==> src/rtl/mtimer_irq_gen_if.sv <==
// rtl/mtimer_irq_gen_if.sv - data-memory bus port of the machine timer
interface mtimer_irq_gen_if;
  logic        req_i;
  logic        we_i;
  logic [31:0] addr_i;
  logic [31:0] wdata_i;
  logic [3:0]  wstrb_i;
  logic [31:0] rdata_o;
  logic        ack_o;
  logic        sel_o;

  modport master (
    output req_i, we_i, addr_i, wdata_i, wstrb_i,
    input  rdata_o, ack_o, sel_o
  );

  modport slave (
    input  req_i, we_i, addr_i, wdata_i, wstrb_i,
    output rdata_o, ack_o, sel_o
  );
endinterface

==> src/rtl/mtimer_irq_gen.sv <==
// rtl/mtimer_irq_gen.sv - memory-mapped mtime/mtimecmp machine timer with level interrupt
module mtimer_irq_gen #(
  parameter int unsigned PRESCALE  = 16,
  parameter logic [31:0] BASE_ADDR = 32'h0000_0800
) (
  input  logic            clk,
  input  logic            rst,
  mtimer_irq_gen_if.slave bus,
  output logic            timer_irq
);

  localparam logic [15:0] PRESC_LAST    = 16'(PRESCALE - 1);
  localparam logic [2:0]  OFF_MTIME_LO  = 3'd0;
  localparam logic [2:0]  OFF_MTIME_HI  = 3'd1;
  localparam logic [2:0]  OFF_MCMP_LO   = 3'd2;
  localparam logic [2:0]  OFF_MCMP_HI   = 3'd3;
  localparam logic [2:0]  OFF_CTRL      = 3'd4;

  logic [63:0] mtime;
  logic [63:0] mtimecmp;
  logic [63:0] mtime_inc;
  logic [63:0] mtime_nxt;
  logic [63:0] mtimecmp_nxt;
  logic [31:0] hi_shadow;
  logic [31:0] rd_mux;
  logic [15:0] prescaler;
  logic        cnt_en;
  logic        tick;
  logic        hit;
  logic        acc_wr;
  logic        acc_rd;
  logic [2:0]  offset;
  logic        addr_unused;

  // Byte-lane merge: lanes enabled in strb take the bus data, the rest keep cur.
  function automatic logic [31:0] merge_bytes(input logic [31:0] cur,
                                              input logic [31:0] data,
                                              input logic [3:0]  strb);
    logic [31:0] merged;
    for (int i = 0; i < 4; i++) begin
      merged[8*i +: 8] = strb[i] ? data[8*i +: 8] : cur[8*i +: 8];
    end
    return merged;
  endfunction

  // Word-aligned decode: the byte offset within a word is irrelevant.
  assign addr_unused = ^bus.addr_i[1:0];
  assign hit         = (bus.addr_i[31:5] == BASE_ADDR[31:5]);
  assign bus.sel_o   = hit;
  assign offset      = bus.addr_i[4:2];
  assign acc_wr      = bus.req_i & hit & bus.we_i;
  assign acc_rd      = bus.req_i & hit & ~bus.we_i;

  assign tick        = cnt_en && (prescaler == PRESC_LAST);
  assign mtime_inc   = mtime + 64'(tick);

  // Next mtime: the ticked value, with a written half overriding only its own lanes so the carry still reaches the other half.
  always_comb begin
    mtime_nxt = mtime_inc;
    if (acc_wr && offset == OFF_MTIME_LO) begin
      mtime_nxt[31:0] = merge_bytes(mtime_inc[31:0], bus.wdata_i, bus.wstrb_i);
    end else if (acc_wr && offset == OFF_MTIME_HI) begin
      mtime_nxt[63:32] = merge_bytes(mtime_inc[63:32], bus.wdata_i, bus.wstrb_i);
    end
  end

  // Next mtimecmp: byte-lane writes to either half.
  always_comb begin
    mtimecmp_nxt = mtimecmp;
    if (acc_wr && offset == OFF_MCMP_LO) begin
      mtimecmp_nxt[31:0] = merge_bytes(mtimecmp[31:0], bus.wdata_i, bus.wstrb_i);
    end else if (acc_wr && offset == OFF_MCMP_HI) begin
      mtimecmp_nxt[63:32] = merge_bytes(mtimecmp[63:32], bus.wdata_i, bus.wstrb_i);
    end
  end

  // Read mux; MTIME_HI returns the value latched by the last MTIME_LO read so a LO/HI pair is coherent.
  always_comb begin
    rd_mux = 32'd0;
    case (offset)
      OFF_MTIME_LO: rd_mux = mtime[31:0];
      OFF_MTIME_HI: rd_mux = hi_shadow;
      OFF_MCMP_LO:  rd_mux = mtimecmp[31:0];
      OFF_MCMP_HI:  rd_mux = mtimecmp[63:32];
      OFF_CTRL:     rd_mux = {31'd0, cnt_en};
      default:      rd_mux = 32'd0;
    endcase
  end

  // Prescaler: wraps at PRESCALE-1 while counting, frozen while CNT_EN is clear.
  always_ff @(posedge clk or posedge rst) begin
    if (rst) begin
      prescaler <= 16'd0;
    end else if (cnt_en) begin
      prescaler <= tick ? 16'd0 : prescaler + 16'd1;
    end
  end

  // Timer registers and counter enable.
  always_ff @(posedge clk or posedge rst) begin
    if (rst) begin
      mtime    <= 64'd0;
      mtimecmp <= '1;
      cnt_en   <= 1'b1;
    end else begin
      mtime    <= mtime_nxt;
      mtimecmp <= mtimecmp_nxt;
      if (acc_wr && offset == OFF_CTRL && bus.wstrb_i[0]) begin
        cnt_en <= bus.wdata_i[0];
      end
    end
  end

  // High-half snapshot taken whenever software reads MTIME_LO.
  always_ff @(posedge clk or posedge rst) begin
    if (rst) begin
      hi_shadow <= 32'd0;
    end else if (acc_rd && offset == OFF_MTIME_LO) begin
      hi_shadow <= mtime[63:32];
    end
  end

  // Bus response one cycle after every accepted request; no stall path.
  always_ff @(posedge clk or posedge rst) begin
    if (rst) begin
      bus.ack_o   <= 1'b0;
      bus.rdata_o <= 32'd0;
    end else begin
      bus.ack_o   <= bus.req_i & hit;
      bus.rdata_o <= acc_rd ? rd_mux : 32'd0;
    end
  end

  // Level interrupt from the current compare; not gated by CNT_EN.
  always_ff @(posedge clk or posedge rst) begin
    if (rst) begin
      timer_irq <= 1'b0;
    end else begin
      timer_irq <= (mtime >= mtimecmp);
    end
  end

endmodule

==> src/flat_wrapper.sv <==
// flat-port wrapper written by rule: the top's interface ports become plain ports
module mtimer_irq_gen_flat 
#(
  parameter int unsigned PRESCALE  = 16,
  parameter logic [31:0] BASE_ADDR = 32'h0000_0800
)
  (clk, rst, timer_irq, bus_req_i, bus_we_i, bus_addr_i, bus_wdata_i, bus_wstrb_i, bus_rdata_o, bus_ack_o, bus_sel_o);
  mtimer_irq_gen_if bus_i ();
  input  logic clk;
  input  logic rst;
  output logic timer_irq;
  input wire logic [$bits(bus_i.req_i)-1:0] bus_req_i;
  input wire logic [$bits(bus_i.we_i)-1:0] bus_we_i;
  input wire logic [$bits(bus_i.addr_i)-1:0] bus_addr_i;
  input wire logic [$bits(bus_i.wdata_i)-1:0] bus_wdata_i;
  input wire logic [$bits(bus_i.wstrb_i)-1:0] bus_wstrb_i;
  output wire logic [$bits(bus_i.rdata_o)-1:0] bus_rdata_o;
  output wire logic [$bits(bus_i.ack_o)-1:0] bus_ack_o;
  output wire logic [$bits(bus_i.sel_o)-1:0] bus_sel_o;
  assign bus_i.req_i = bus_req_i;
  assign bus_i.we_i = bus_we_i;
  assign bus_i.addr_i = bus_addr_i;
  assign bus_i.wdata_i = bus_wdata_i;
  assign bus_i.wstrb_i = bus_wstrb_i;
  assign bus_rdata_o = bus_i.rdata_o;
  assign bus_ack_o = bus_i.ack_o;
  assign bus_sel_o = bus_i.sel_o;
  mtimer_irq_gen #(.PRESCALE(PRESCALE), .BASE_ADDR(BASE_ADDR)) u_core (.clk(clk), .rst(rst), .bus(bus_i), .timer_irq(timer_irq));
endmodule
==> config.mk <==
export PLATFORM = sky130hd
export DESIGN_NAME = mtimer_irq_gen_flat
export DESIGN_NICKNAME = d
export VERILOG_FILES = /design/src/rtl/mtimer_irq_gen_if.sv /design/src/rtl/mtimer_irq_gen.sv /design/src/flat_wrapper.sv
export SDC_FILE = /design/constraint.sdc
export NUM_CORES = 1
export LEC_CHECK = 0
export BUFFER_PORTS_ARGS = -buffer_cell sky130_fd_sc_hd__buf_2
export CORE_UTILIZATION = 65
export CTS_CLUSTER_DIAMETER = 120
export DETAILED_ROUTE_END_ITERATION = 8
export HOLD_SLACK_MARGIN = 0.08
export PLACE_DENSITY = 0.86
export SYNTH_ARGS = -nofsm -noshare
export SYNTH_HDL_FRONTEND = slang
export SYNTH_SLANG_ARGS = --single-unit
==> constraint.sdc <==
create_clock -name clk -period 10.6 [get_ports clk]
set_input_delay 2.12 -clock clk [delete_from_list [all_inputs] [get_ports clk]]
set_output_delay 2.12 -clock clk [all_outputs]
set_load 0.005 [all_outputs]
==> impl_metrics.env <==
export IMPL_status="complete, no violations"
export IMPL_avgSynthCellArea_sq_um=10.6
export IMPL_power_density_nw_per_um2=126
export IMPL_clock_latency_ns=0.50
export IMPL_cp_num_cells=6
export IMPL_cts_setup_buffers=0
export IMPL_post_place_ws_ns=4.93
export IMPL_vias_per_cell=6.49
export IMPL_grt_start_max_net_pins=156
export IMPL_antenna_found_initial=0
export IMPL_fmax_ghz=0.175
export IMPL_crit_buf_inv=3
export IMPL_endpoint="bus_sel_o"
export IMPL_layout_common_cells="146 x dfrtp_1, 104 x buf_2, 95 x nand2_1"
export IMPL_port_buffers=104
export IMPL_fin_tns_setup_ns=0
export IMPL_cp_startpoint="bus_addr_i[6]"
export IMPL_worstPathMaxFanout=14
export IMPL_finalHoldViolCount=0
export IMPL_dr_first_iter_drc_count=926
export IMPL_grt_pass1_vias=9289
export IMPL_synth_cell_types=60
export IMPL_reg2reg_to="u_core.mtime[60]"
export IMPL_cts_root_buf="clkbuf_16"
export IMPL_nets=1338
export IMPL_die_w_um=135
export IMPL_crit_chain="buf_2 -> nor4b_1 -> and4_1 -> nand4_2 -> inv_1 -> buf_2"
export IMPL_wl_mm=29.7
export IMPL_cts_htree_levels=1
export IMPL_critical_path_max_stage_delay_ns=0.36
export IMPL_ant_nets=0
export IMPL_clk_pin_slew_ns=0.06
export IMPL_cp_slowest_cell="nand4_2"
export IMPL_fillers=1131
export IMPL_cts_buffers=23
export IMPL_grt_pass1_wl_mm=47.0
export IMPL_synth_seq_cells=211
export IMPL_grt_usage_pct=33.2
export IMPL_cts_sinks=211
export IMPL_rows=48
export IMPL_drc=0
export IMPL_clockBufferDepth=3
export IMPL_timing_rr_start="u_core.cnt_en"
export IMPL_vias=9341
export IMPL_rsz0062_at_grt="no"
export IMPL_cp_common_cell="buf_2"
export IMPL_path_delay_family="simple AND/OR/NAND/NOR gates"
export IMPL_synth_edf_count=0
export IMPL_fp_dieH_um=135
export IMPL_maxSlewViolCount=0
export IMPL_skew_ns=0.0112
export IMPL_post_drt_wl_per_cell_um=20.6
export IMPL_hold_class="reg2reg"
export IMPL_overflow=0
export IMPL_core_area_sq_um=17400
export IMPL_tightestPinTransition_ns=1.29
export IMPL_first_pass_iters=5
export IMPL_setup_ws_ns=4.90
export IMPL_reg2reg_depth=11
export IMPL_critPathLaunchType="input pin"
export IMPL_critPathCaptureType="primary output"
export IMPL_yosysWarnings=0
export IMPL_cap_violations=0
export IMPL_postCtsResizedCells=0
export IMPL_final_common_cell="dfrtp_1"
export IMPL_setup_viol_count_final=0
export IMPL_cp_data_required_time_ns=8.48
export IMPL_slew_headroom_pct=13.7
export IMPL_diodes=0
export IMPL_worstSetupPathType="in2out"
export IMPL_synth_area_sq_um=11600
export IMPL_yosysSeqAreaShare_pct=46.4
export IMPL_dieArea_sq_um=18300
export IMPL_hold_buffers=0
export IMPL_async_flop_share_pct=100
export IMPL_ios=107
export IMPL_min_period_over_period_pct=53.8
export IMPL_synth_nets=1231
export IMPL_synth_flop_cell="dfrtp_1"
export IMPL_final_layout_size_suffix_gt1_share_pct=28.5
export IMPL_cp_data_arrival_time_ns=3.58
export IMPL_synthToLayoutAreaGrowth_pct=13.1
export IMPL_netlist_instances=1092
export IMPL_hpwl_mm=20.1
export IMPL_start_util_pct=66.6
export IMPL_tritoncts="yes"
export IMPL_finalWeightedCongestion=0.931
export IMPL_max_vdd_ir_drop_mv=0.104
export IMPL_r2r_slack_ns=6.90
export IMPL_leakage_nw=5.64
export IMPL_finalCriticalPeriod_ns=5.70
## through the flow
step           hold WS (ns)  power [mW]  std cells  area [sq um]  utilization, %
4_1_cts               0.471        1.65       1440         13100            75.3
6_report              0.472        1.64       1440         13100            75.3
2_1_floorplan         0.437       0.844       1092         11600               -
5_1_grt               0.494        1.69       1440         13100            75.3
3_5_place_dp          0.463       0.875       1399         12300            71.1
3_3_place_gp          0.460       0.874       1399         12300            71.1
## synth_stat cells (4+ instances only)
library cell,n,share of area (%)
nand3_1,36,1.6
nor2_1,39,1.3
ha_1,67,7.2
xor2_1,22,1.7
mux2_2,81,7.9
a21oi_1,54,2.3
nor4_1,19,1.0
and3_1,8,0.43
nor2_2,4,0.22
mux2_4,24,3.1
dfstp_2,65,15
and4_1,10,0.76
nand4_1,18,0.97
nand4_2,4,0.43
xnor2_1,53,4.0
o21ai_0,61,2.6
inv_1,88,2.9
a21o_1,7,0.45
nor4b_1,5,0.38
nand2_1,95,3.1
a22oi_1,62,4.0
nor2_8,4,0.69
dfrtp_1,146,32
clkbuf_1,25,0.81
buf_2,9,0.39
nor3_1,30,1.3
## area by class of cell
cell class | count | area [sq um] | share of cell area [%]
multi-input cells | 758 | 5740 | 43.9
flip-flops and latches | 211 | 5360 | 41.0
clock buffers | 34 | 647 | 4.95
repair buffers | 117 | 618 | 4.73
inverters | 88 | 338 | 2.58
well taps | 225 | 282 | 2.15
clock inverters | 7 | 87.6 | 0.670
## registers in the layout, indices dropped and copies added (netlist names)
name / cells
u_core.timer_irq: 1
u_core.mtime: 64
u_core.mtimecmp: 64
u_core.hi_shadow: 32
u_core.cnt_en: 1
u_core.bus.ack_o: 1
u_core.bus.rdata_o: 32
u_core.prescaler: 16
## kinds of logic (layout without fill, tap and decap cells)
kind of cell | Yosys count | count (layout) | share of synthesized area, %
buffers and inverters | 123 | 246 | 4.15
muxes | 107 | 107 | 11.2
xor gates and xnor gates | 75 | 75 | 5.68
AOI/OAI and AO/OA | 206 | 206 | 10.9
and+or+nand+nor | 303 | 303 | 14.5
adders and majority gates | 67 | 67 | 7.25
DFF | 211 | 211 | 46.4
## per-layer routing
layer | global-route usage (%) | vias up | wire, um | share of wire, %
met1 | 42.6 | 4576 | 11800 | 40
li1 | - | 4110 | - | -
met3 | 4.23 | 123 | 2330 | 7.9
met5 | 0 | - | 0 | 0
met4 | 20.0 | 0 | 1670 | 5.6
met2 | 53.8 | 532 | 13900 | 47
## power breakdown
| part | switching [mW] | leakage [nW] | internal, mW | total, mW |
|---|---|---|---|---|
| Sequential | 0.0000000115 | 2.42 | 0.807 | 0.807 |
| Combinational | 0.0408 | 2.86 | 0.0140 | 0.0548 |
| Clock | 0.312 | 0.359 | 0.470 | 0.782 |
| Total | 0.353 | 5.64 | 1.29 | 1.64 |
## worst min path at each step
stage / from / endpoint / slack [ns] / cells after the start
final: u_core.prescaler[15] / u_core.prescaler[15] / 0.47 / 1
after global routing: u_core.prescaler[15] / u_core.prescaler[15] / 0.49 / 1
after CTS: u_core.prescaler[15] / u_core.prescaler[15] / 0.47 / 1
after detailed placement: u_core.prescaler[15] / u_core.prescaler[15] / 0.46 / 1
after global placement: u_core.prescaler[15] / u_core.prescaler[15] / 0.46 / 1
after floorplan: u_core.prescaler[15] / u_core.prescaler[15] / 0.44 / 1
No activity file was read; power rests on OpenSTA's default activity.
